[config.mk]
export PLATFORM = sky130hd
export DESIGN_NAME = pleasure_level
export DESIGN_NICKNAME = d
export VERILOG_FILES = /design/src/rtl/pleasure_level.sv
export SDC_FILE = /design/constraint.sdc
export NUM_CORES = 1
export LEC_CHECK = 0
export ABC_AREA = 1
export CAP_MARGIN = 40
export CORE_ASPECT_RATIO = 0.6
export CORE_UTILIZATION = 43
export CTS_BUF_LIST = sky130_fd_sc_hd__clkbuf_2
export CTS_CLUSTER_DIAMETER = 100
export DETAILED_ROUTE_END_ITERATION = 8
export PLACE_DENSITY = 0.64
export RECOVER_POWER = 25
export SLEW_MARGIN = 10
export SYNTH_ARGS = -nofsm -noshare
export SYNTH_HDL_FRONTEND = slang
export SYNTH_SLANG_ARGS = --single-unit
[constraint.sdc]
create_clock -name clk -period 2 [get_ports clk]
set_input_delay 0.2 -clock clk [delete_from_list [all_inputs] [get_ports clk]]
set_output_delay 0.2 -clock clk [all_outputs]
set_load 0.005 [all_outputs]
[src/rtl/pleasure_level.sv]
`default_nettype none
// ============================================================================
//  Module      : pleasure_level
//  Description : Saturating pleasure-level accumulator. Consumes inc/dec
//                request levels once per prescaled evaluation tick, moves the
//                level by STEP without wrapping, and exports the level, a
//                2-bit mood code (level MSBs) and saturation flags. With the
//                PLEASURE_DECAY_EN macro defined, the level also drifts one
//                LSB per idle tick toward NEUTRAL after DECAY_IDLE idle ticks.
//  Ports       : clk         - clock, rising edge
//                rst_n       - synchronous active-low reset
//                ena         - freezes prescaler, idle counter and level when low
//                inc / dec   - step requests, sampled on tick cycles
//                level       - registered pleasure level
//                mood        - level[WIDTH-1:WIDTH-2], registered with level
//                sat_hi      - level is at its maximum
//                sat_lo      - level is zero
//                step_strobe - level changed on the previous edge
//  Macro       : PLEASURE_DECAY_EN - enables idle decay toward NEUTRAL
//  Revision    : 1.0 - initial release
// ============================================================================
module pleasure_level #(
    parameter int WIDTH      = 8,
    parameter int PRESCALE   = 16,
    parameter int STEP       = 1,
    parameter int NEUTRAL    = 128,
    parameter int DECAY_IDLE = 32
) (
    input  logic             clk,
    input  logic             rst_n,
    input  logic             ena,
    input  logic             inc,
    input  logic             dec,
    output logic [WIDTH-1:0] level,
    output logic [1:0]       mood,
    output logic             sat_hi,
    output logic             sat_lo,
    output logic             step_strobe
);

    localparam int PCNT_W = (PRESCALE > 1) ? $clog2(PRESCALE) : 1;
    localparam int ICNT_W = $clog2(DECAY_IDLE + 1);
    localparam int WP1    = WIDTH + 1;

    localparam logic [PCNT_W-1:0] c_pcnt_last = PCNT_W'(PRESCALE - 1);
    localparam logic [PCNT_W-1:0] c_pcnt_one  = PCNT_W'(1);
    localparam logic [ICNT_W-1:0] c_icnt_max  = ICNT_W'(DECAY_IDLE);
    localparam logic [ICNT_W-1:0] c_icnt_one  = ICNT_W'(1);
    localparam logic [WIDTH-1:0]  c_max       = {WIDTH{1'b1}};
    localparam logic [WIDTH-1:0]  c_zero      = {WIDTH{1'b0}};
    localparam logic [WIDTH-1:0]  c_neutral   = WIDTH'(NEUTRAL);
    localparam logic [WIDTH:0]    c_step      = WP1'(STEP);

    logic [PCNT_W-1:0] r_pcnt;
    logic [ICNT_W-1:0] r_icnt;

    logic              w_tick;
    logic              w_idle;
    logic [WIDTH:0]    w_sum;
    logic [WIDTH-1:0]  w_inc_level;
    logic [WIDTH-1:0]  w_dec_level;
    logic [WIDTH-1:0]  w_next_level;

    assign w_tick = ena && (r_pcnt == c_pcnt_last);
    // Both requests or neither count as an idle tick.
    assign w_idle = (inc == dec);

    // One extra bit catches overflow; since STEP < 2^WIDTH the carry bit alone
    // tells us the true sum exceeded the maximum.
    assign w_sum       = {1'b0, level} + c_step;
    assign w_inc_level = w_sum[WIDTH] ? c_max : w_sum[WIDTH-1:0];
    assign w_dec_level = ({1'b0, level} < c_step) ? c_zero
                                                  : (level - c_step[WIDTH-1:0]);

`ifdef PLEASURE_DECAY_EN
    logic [WIDTH-1:0] w_decay_level;
    logic             w_decay_go;

    assign w_decay_level = (level > c_neutral) ? (level - WIDTH'(1)) :
                           (level < c_neutral) ? (level + WIDTH'(1)) : level;
    // The idle counter must already be saturated before this tick.
    assign w_decay_go    = w_idle && (r_icnt == c_icnt_max);
`endif

    always_comb begin
        w_next_level = level;
        if (w_tick) begin
            if (inc && !dec) begin
                w_next_level = w_inc_level;
            end else if (dec && !inc) begin
                w_next_level = w_dec_level;
            end
`ifdef PLEASURE_DECAY_EN
            else if (w_decay_go) begin
                w_next_level = w_decay_level;
            end
`endif
        end
    end

    always_ff @(posedge clk) begin
        if (!rst_n) begin
            r_pcnt      <= '0;
            r_icnt      <= '0;
            level       <= c_neutral;
            mood        <= c_neutral[WIDTH-1:WIDTH-2];
            sat_hi      <= (c_neutral == c_max);
            sat_lo      <= (c_neutral == c_zero);
            step_strobe <= 1'b0;
        end else begin
            if (ena) begin
                r_pcnt <= (r_pcnt == c_pcnt_last) ? '0 : (r_pcnt + c_pcnt_one);
            end

            if (w_tick) begin
                if (!w_idle) begin
                    r_icnt <= '0;
                end else if (r_icnt != c_icnt_max) begin
                    r_icnt <= r_icnt + c_icnt_one;
                end
            end

            // Flags and mood follow the next level so they never lag it.
            level       <= w_next_level;
            mood        <= w_next_level[WIDTH-1:WIDTH-2];
            sat_hi      <= (w_next_level == c_max);
            sat_lo      <= (w_next_level == c_zero);
            step_strobe <= w_tick && (w_next_level != level);
        end
    end

endmodule
`default_nettype wire

== After elaboration in Yosys (flattened, before gate mapping) ==
Cells that the tools add are included.
Word-level totals
  word-level logic and storage cells: 26
  flip-flop bits (word level): 17
  output and inout bits: 13
  input port bits: 5
Cells by class
  add/sub/neg operators: 3
  muxes and demuxes: 6
  magnitude comparators: 1
  reduce and logical (&&, ||, !) cells: 7
  equal/unequal tests: 3
Operators with widths (number)
  8-bit 2-to-1 mux: 5
  8-bit by 1-bit adder with 9-bit output, second input constant: 1
  8-bit equality test, second input constant: 1
  8-bit zero test: 1
  8-bit by 1-bit < comparator with 1-bit output, second input constant: 1
  8-bit inequality test: 1
  8-bit by 1-bit subtractor with 8-bit output, second input constant: 1
  4-bit by 1-bit adder with 4-bit output, second input constant: 1
  4-bit equality test, second input constant: 1
  1-bit logical AND: 4
  4-bit 2-to-1 mux: 1
  1-bit zero test: 2

== Logic depth before layout (Yosys ltp) ==
  depth in word-level cells: 7
  gate-level depth with buffers: 14
  gate-level depth less buffers: 13

== Worst setup path after synthesis ==
OpenSTA, ideal clock, no wires.
  path kind: register -> register
  start point: register level[0]
  end point: register sat_hi
  period minus slack after synthesis: 1606 ps
  stages on the path, launching flop included: 14
  slack: 394 ps
  arrival: 1542 ps
  path buffers: 0
  data required time: 1936 ps
  setup time: 64 ps
  cell sequence: dfxtp_1 inv_2 ha_1 nand2_2 nor2_4 nand2_2 nand2_1 nand2_1 nand2_1 nand2_1 nand2_1 a21oi_1 nand2_1 nor2_1
On the way
  longest elaborated chain between the ends: 6
  elaborated cells on any way between the ends: 9
  those cells by class: add/sub (2); order compare (1); eq/ne (1); mux (5)
Ends and longest elaborated chain
  start: declaration: RTL line 34  | output logic [WIDTH-1:0] level,
  start signal: assignment: RTL line 105  | level <= c_neutral;
  start signal: assignment: RTL line 124  | level <= w_next_level;
  8-bit by 1-bit subtractor with 8-bit output or 8-bit by 1-bit < comparator with 1-bit output (tied branches): RTL line 73, 72
  8-bit 2-to-1 mux: RTL line 72  | assign w_dec_level = ({1'b0, level} < c_step) ? c_zero
  8-bit 2-to-1 mux: RTL line 90  | end else if (dec && !inc) begin
  8-bit 2-to-1 mux: RTL line 88  | if (inc && !dec) begin
  8-bit 2-to-1 mux *: RTL line 87  | if (w_tick) begin
  8-bit equality test *: RTL line 126  | sat_hi <= (w_next_level == c_max);
  end signal: assignment: RTL line 107  | sat_hi <= (c_neutral == c_max);
  end signal: assignment: RTL line 126
  end: declaration: RTL line 36  | output logic sat_hi,
Mark *: on every way between the ends. The rest lies on a longest branch, timed or not.
A chain may end at the register's enable or synchronous reset.

== Worst setup path in the final report ==
  start point: register level[3]
  end point: register sat_hi
Same word-level chain as after synthesis.

==> flow_summary.json <==
{
  "outcome": "finished, final reports clean",
  "min_to": "r_pcnt[0]$_SDFFE_PN0P_",
  "skew_ns": 0.00442,
  "hold_viol": 0,
  "firstDrtPassIters": 4,
  "gr-total-overflow": 0,
  "hold_start": "r_pcnt[0]$_SDFFE_PN0P_",
  "max_slew.worst_pin.slew_ns": 0.472,
  "worstHoldPathType": "flip-flop to flip-flop",
  "cp_num_buf_inv": 2,
  "fmaxAchievable_ghz": 0.563,
  "ff2ff_path_depth": 12,
  "cts_buffers": 3,
  "clk_path_buf_depth": 2,
  "start_util": 0.455,
  "synth.avg_cell_area_um2": 5.90,
  "routed_wl_mm": 3.42,
  "drv_slew": 0,
  "cts.reportedPaths.clkPinSlew_ns": 0.14,
  "end_kind": "flip-flop",
  "core_area_um2": 2890,
  "slew_headroom": 0.685,
  "cp_slowest_stage_delay_ns": 0.64,
  "antenna_found_initial": 0,
  "ant_nets": 0,
  "synth-main-ff-cell": "dfxtp_1",
  "syn_inst": 223,
  "reg2reg_slack_ns": 0.22,
  "total_power_w": 0.000527,
  "die_y_um": 44.9,
  "synth-edff-count": 0,
  "dpl.hpwl_mm": 2.73,
  "cts_tree": "done",
  "ys_seq_area_frac": 0.228,
  "r2r_start": "level[3]$_SDFF_PN0_",
  "rows": 15,
  "die_w_um": 73.4,
  "fin_crit_ns": 1.78,
  "cts_root_buf": "clkbuf_2",
  "num-nets-final": 254,
  "ys_ff_latch": 15,
  "path_class": "flip-flop to flip-flop",
  "syn_area_um2": 1320,
  "netlist-cell-type-count": 26,
  "setup-tns-final_ns": 0,
  "cpMostUsedCell": "nand2_1",
  "grt.total_usage": 0.230,
  "yosys_warnings": 0,
  "viasPerCell": 4.83,
  "cp_max_fo": 10,
  "n_antenna_cell": 0,
  "cts_setup_buffers": 0,
  "gp_congestion": 0.862,
  "h-tree-depth": 1,
  "synth_common_cells": "64 x nand2_1, 32 x nor2_1, 26 x inv_1",
  "final-setup-viol-count": 0,
  "fin_util": 0.542,
  "finalCritPeriodShare": 0.888,
  "die_area_um2": 3290,
  "synth_top_area_share": 0.228,
  "crit_family": "simple AND/OR/NAND/NOR gates",
  "placed_cell_area_um2": 1540,
  "vdd_drop_max_v": 0.000362,
  "fin_area_um2": 1570,
  "grt_max_degree": 13,
  "worst_setup_path_start_kind": "flip-flop",
  "first_iter_violations": 112,
  "worstHoldPathCells": 2,
  "clock-sinks": 15,
  "port_buffers": 17,
  "crit_required_ns": 2.23,
  "maxCapViolCount": 0,
  "rsz0062_at_grt": "no",
  "yosys.area.top_type": "dfxtp_1",
  "p_leak_nw": 0.780,
  "detail_route.wl_per_cell_um": 11.9,
  "worst_ep_arrival_time_ns": 2.01,
  "critPathSlowestCell": "dfxtp_1",
  "io_pins": 18,
  "syn2layout_area_growth_pct": 19.0,
  "grt_pass1_vias": 1165,
  "drc": 0,
  "synth-async-reset-ratio": 0,
  "synth.most_common_cell": "nand2_1",
  "r2r-end": "sat_hi$_SDFF_PN0_",
  "grt_pass1_wl_mm": 5.66,
  "dr_total_vias": 1385,
  "clk_latency_ns": 0.28,
  "synth_area_leaders": "dfxtp_1 23%, nand2_1 18%, nor2_1 9.1%",
  "synth_nets": 231,
  "layout-drive-gt1-share": 0.176,
  "power.density_nw_per_um2": 337,
  "path_cells": "inv_2, nor2_1, nand2_2, nand3_1, nand2_1, inv_1, nand2_1, nand2_1, nand2_1, a21oi_1, nand2_1, nor2_1"
}
what timing repair did:
| action | 4_1_cts | 5_1_grt |
|---|---|---|
| endpoints found under the setup margin | 0 | 3 |
| hold buffers | 0 | 0 |
| resized for setup | 0 | 2 |
per-stage QoR:
step	setup WS [ns]	hold slack, ns	cells
after floorplan	0.394	0.316	223
after global placement	0.0664	0.501	283
after detailed placement	0.0728	0.506	283
after CTS	0.153	0.519	287
after global routing	0.00171	0.548	287
final	0.224	0.520	287
worst min-delay path: stages (launching register included):
cell and delay, ns:
dfxtp_1 0.35, nor2_1 0.09, nor4_1 0.05
area by class of cell:
type / count / area [µm²]
multi-input cells: 170 / 847
fillers: 319 / 1320
flip-flops and latches: 15 / 302
inverters: 32 / 123
clock buffers: 4 / 20.0
well taps: 42 / 52.6
repair buffers: 24 / 223
placed cells by master (no fill, tap or decap):
| cell type | synthesis | routed |
|---|---|---|
| nand2_1 | 64 | 64 |
| nor2_1 | 32 | 32 |
| inv_1 | 26 | 26 |
| nand3_1 | 22 | 22 |
| clkdlybuf4s50_1 | 0 | 14 |
| dfxtp_1 | 15 | 14 |
| nand2_2 | 10 | 10 |
| buf_4 | 3 | 7 |
| a21oi_1 | 6 | 6 |
| nor2_4 | 5 | 5 |
| nor2_2 | 5 | 5 |
| inv_2 | 4 | 4 |
| o21ai_0 | 4 | 4 |
| nand4_1 | 4 | 4 |
| clkbuf_2 | 0 | 4 |
| nor3_1 | 3 | 3 |
| dlygate4sd3_1 | 0 | 3 |
| clkinv_2 | 2 | 2 |
| nand3b_1 | 2 | 2 |
| a21oi_2 | 2 | 2 |
| o21ai_1 | 2 | 2 |
| xor2_1 | 2 | 2 |
| ha_1 | 3 | 2 |
| nand2_4 | 1 | 1 |
| nor4_1 | 1 | 1 |
| nand3_2 | 1 | 1 |
| xnor2_1 | 1 | 1 |
| ha_2 | 0 | 1 |
| dfxtp_2 | 0 | 1 |
metal layers:
layer / track usage / up-vias / routed length [µm]
met2: 0.283 / 53 / 1220
met5: 0 / - / 0
li1: - / 742 / -
met4: 0.0231 / 0 / 0
met3: 0.0603 / 0 / 259
met1: 0.388 / 590 / 1940
worst max path at each step:
stage / from / end / slack, ns / cells past startpoint
floorplan: level[0]$_SDFF_PN0_ / sat_hi$_SDFF_PN0_ / 0.39 / 13
global placement: inc / sat_hi$_SDFF_PN0_ / 0.07 / 11
detailed placement: inc / sat_hi$_SDFF_PN0_ / 0.07 / 11
CTS: level[2]$_SDFF_PN0_ / sat_hi$_SDFF_PN0_ / 0.15 / 12
global route: level[1]$_SDFF_PN0_ / sat_hi$_SDFF_PN0_ / 0.002 / 13
finish: level[3]$_SDFF_PN0_ / sat_hi$_SDFF_PN0_ / 0.22 / 12
power breakdown:
group	leakage [nW]	internal [W]	switching, W	total, W
sequential	0.122	0.000303	0.00000296	0.000306
combinational	0.641	0.0000301	0.0000453	0.0000754
clock	0.0166	0.0000530	0.0000932	0.000146
total	0.780	0.000386	0.000141	0.000527
logic make-up after synthesis:
| logic type | synth area share |
|---|---|
| AOI/OAI and AO/OA | 0.0589 |
| xor gates and xnor gates | 0.0200 |
| adders and majority gates | 0.0285 |
| buffers and inverters | 0.130 |
| DFF | 0.228 |
| and+or+nand+nor | 0.534 |
flip-flops by register name (all words and copies together), names as in the netlist:
register	flops
step_strobe	1
r_pcnt	4
level	8
sat_lo	1
sat_hi	1
No activity file was read; power rests on OpenSTA's default activity.
==> variant, RTL diff (same flow settings) <==
Add an input register stage for `ena`, `inc` and `dec`, cleared by the reset; this delays them by one clock. Comments in the files are not updated.
--- a/src/rtl/pleasure_level.sv
+++ b/src/rtl/pleasure_level.sv
@@ -53,2 +53,18 @@
 
+    logic ena_q;
+    logic inc_q;
+    logic dec_q;
+
+    always_ff @(posedge clk) begin
+        if (!rst_n) begin
+            ena_q <= '0;
+            inc_q <= '0;
+            dec_q <= '0;
+        end else begin
+            ena_q <= ena;
+            inc_q <= inc;
+            dec_q <= dec;
+        end
+    end
+
     logic [PCNT_W-1:0] r_pcnt;
@@ -63,5 +79,5 @@
 
-    assign w_tick = ena && (r_pcnt == c_pcnt_last);
+    assign w_tick = ena_q && (r_pcnt == c_pcnt_last);
     // Both requests or neither count as an idle tick.
-    assign w_idle = (inc == dec);
+    assign w_idle = (inc_q == dec_q);
 
@@ -87,5 +103,5 @@
         if (w_tick) begin
-            if (inc && !dec) begin
+            if (inc_q && !dec_q) begin
                 w_next_level = w_inc_level;
-            end else if (dec && !inc) begin
+            end else if (dec_q && !inc_q) begin
                 w_next_level = w_dec_level;
@@ -110,3 +126,3 @@
         end else begin
-            if (ena) begin
+            if (ena_q) begin
                 r_pcnt <= (r_pcnt == c_pcnt_last) ? '0 : (r_pcnt + c_pcnt_one);
Formal check against the unedited RTL: same outputs for any inputs over 10 cycles, from zero or initial values and one cycle with rst_n low; that may be too few to reach the edited logic, so the function may still have changed.
==> variant against the original RTL <==
  * Worst setup slack lost 23 ps
  * Worst hold slack worse by 86 ps
  * Synthesized area rose by 5.0%
  * Highest routed layer is now met4
  * Sequential cell count up 3
  * Sequential power increased by 22%
  * Combinational power is 13% lower
  * First-iteration DRC count down 21%
  * Routed wire length is 1.9% higher
  * Design area is 1.4% higher
  * Synthesized cell count increased by 6.3%
  * Power is 9.1% higher
==> variant: results (changes against the original RTL) <==
Outcome: finished, final reports clean (unchanged)
Syn Nets: 245 (was 231)
Clock Skew: 10.68 ps (was 4.423 ps)
GR Util met3: 0.05531 (was 0.06027)
Post-DR wirelength/cell: 11.85 um (was 11.92 um)
Met2 global-route usage: 0.3099 (was 0.2833)
Post-layout nets: 262 (was 254)
GRT Total Usage: 0.2260 (was 0.2302)
Worst slew pin tran: 420.5 ps (was 471.8 ps)
Yosys cell types: 29 (was 26)
FFs & Latches: 18 (was 15)
Routability congestion estimate: 0.8712 (was 0.8618)
Number of global-route vias before repair: 1158 (was 1165)
Worst R2R Path Depth: 9 (was 12)
Clock network area share: 0.009449 (was 0.01278)
Met3 wire length: 304 um (was 259 um)
Non-clk invs: 31 (was 32)
Top sig layer: met4 (was met3)
Final std cells w/o fill: 294 (was 287)
Synth Area in Compound Gates: 0.06154 (was 0.05894)
Hold-critical path endpoint: dec_q (was r_pcnt[0])
First-pass GRT wire length: 5.671 mm (was 5.664 mm)
Multi-input gates: 181 (was 170)
Data buffer area share: 0.1165 (was 0.1422)
Commonest cells in the netlist: nand2_1, nor2_1, nand3_1 (was nand2_1, nor2_1, inv_1)
Post-Synth XOR/XNOR Area: 0.01267 (was 0.01996)
Reg-to-reg startpoint: level[0] (was level[3])
Cells after Synth: 237 (was 223)
Pre-CTS WS: 145.1 ps (was 72.84 ps)
Final core utilization: 0.5359 (was 0.5420)
Share of the yosys chip area belonging to registers: 0.2606 (was 0.2281)
Vias: 1472 (was 1385)
Filler cell count: 321 (was 319)
Initial DRC Count: 89 (was 112)
Power Internal: 0.0004315 W (was 0.0003859 W)
Fraction of area in multi-input gates: 0.5378 (was 0.5407)
WL met1: 1.855 mm (was 1.940 mm)
Leak Pwr: 0.7761 nW (was 0.7799 nW)
Total power: 0.0005754 W (was 0.0005273 W)
Met1 Use GR: 0.3606 (was 0.3878)
CP Max Fanout: 8 (was 10)
P_comb: 0.0000656 W (was 0.0000754 W)
HP Start: dec (was r_pcnt[0])
-- variant: cell types whose count changed in the layout (fill, tap and decap cells not counted), moves of 2 or more --
| cell | change |
|---|---|
| nor2_4 | -2 |
| nand2_2 | -7 |
| inv_2 | +3 |
| clkinv_1 | +4 |
| nand2_1 | +18 |
| nand3b_1 | -2 |
| buf_4 | -5 |
| nor2_2 | +4 |
| inv_1 | -7 |
| dfxtp_2 | +2 |
-- variant: critical path, cell delays in order, from the launching register on --
cell and delay (ps):
dfxtp_2 430, inv_2 110, ha_1 280, nand3_2 150, nor2_1 50, o21ai_1 180, nand2_1 140, a21oi_2 210
nand3_1 110, nor2_1 100
-- variant: logic make-up (layout without fill, tap and decap cells) --
logic type / Yosys count / count (layout)
simple gates: 161 / 161
xor+xnor: 2 / 2
flops: 18 / 18
buf+inv: 38 / 53
fa+ha+maj: 3 / 3
compound gates: 15 / 15
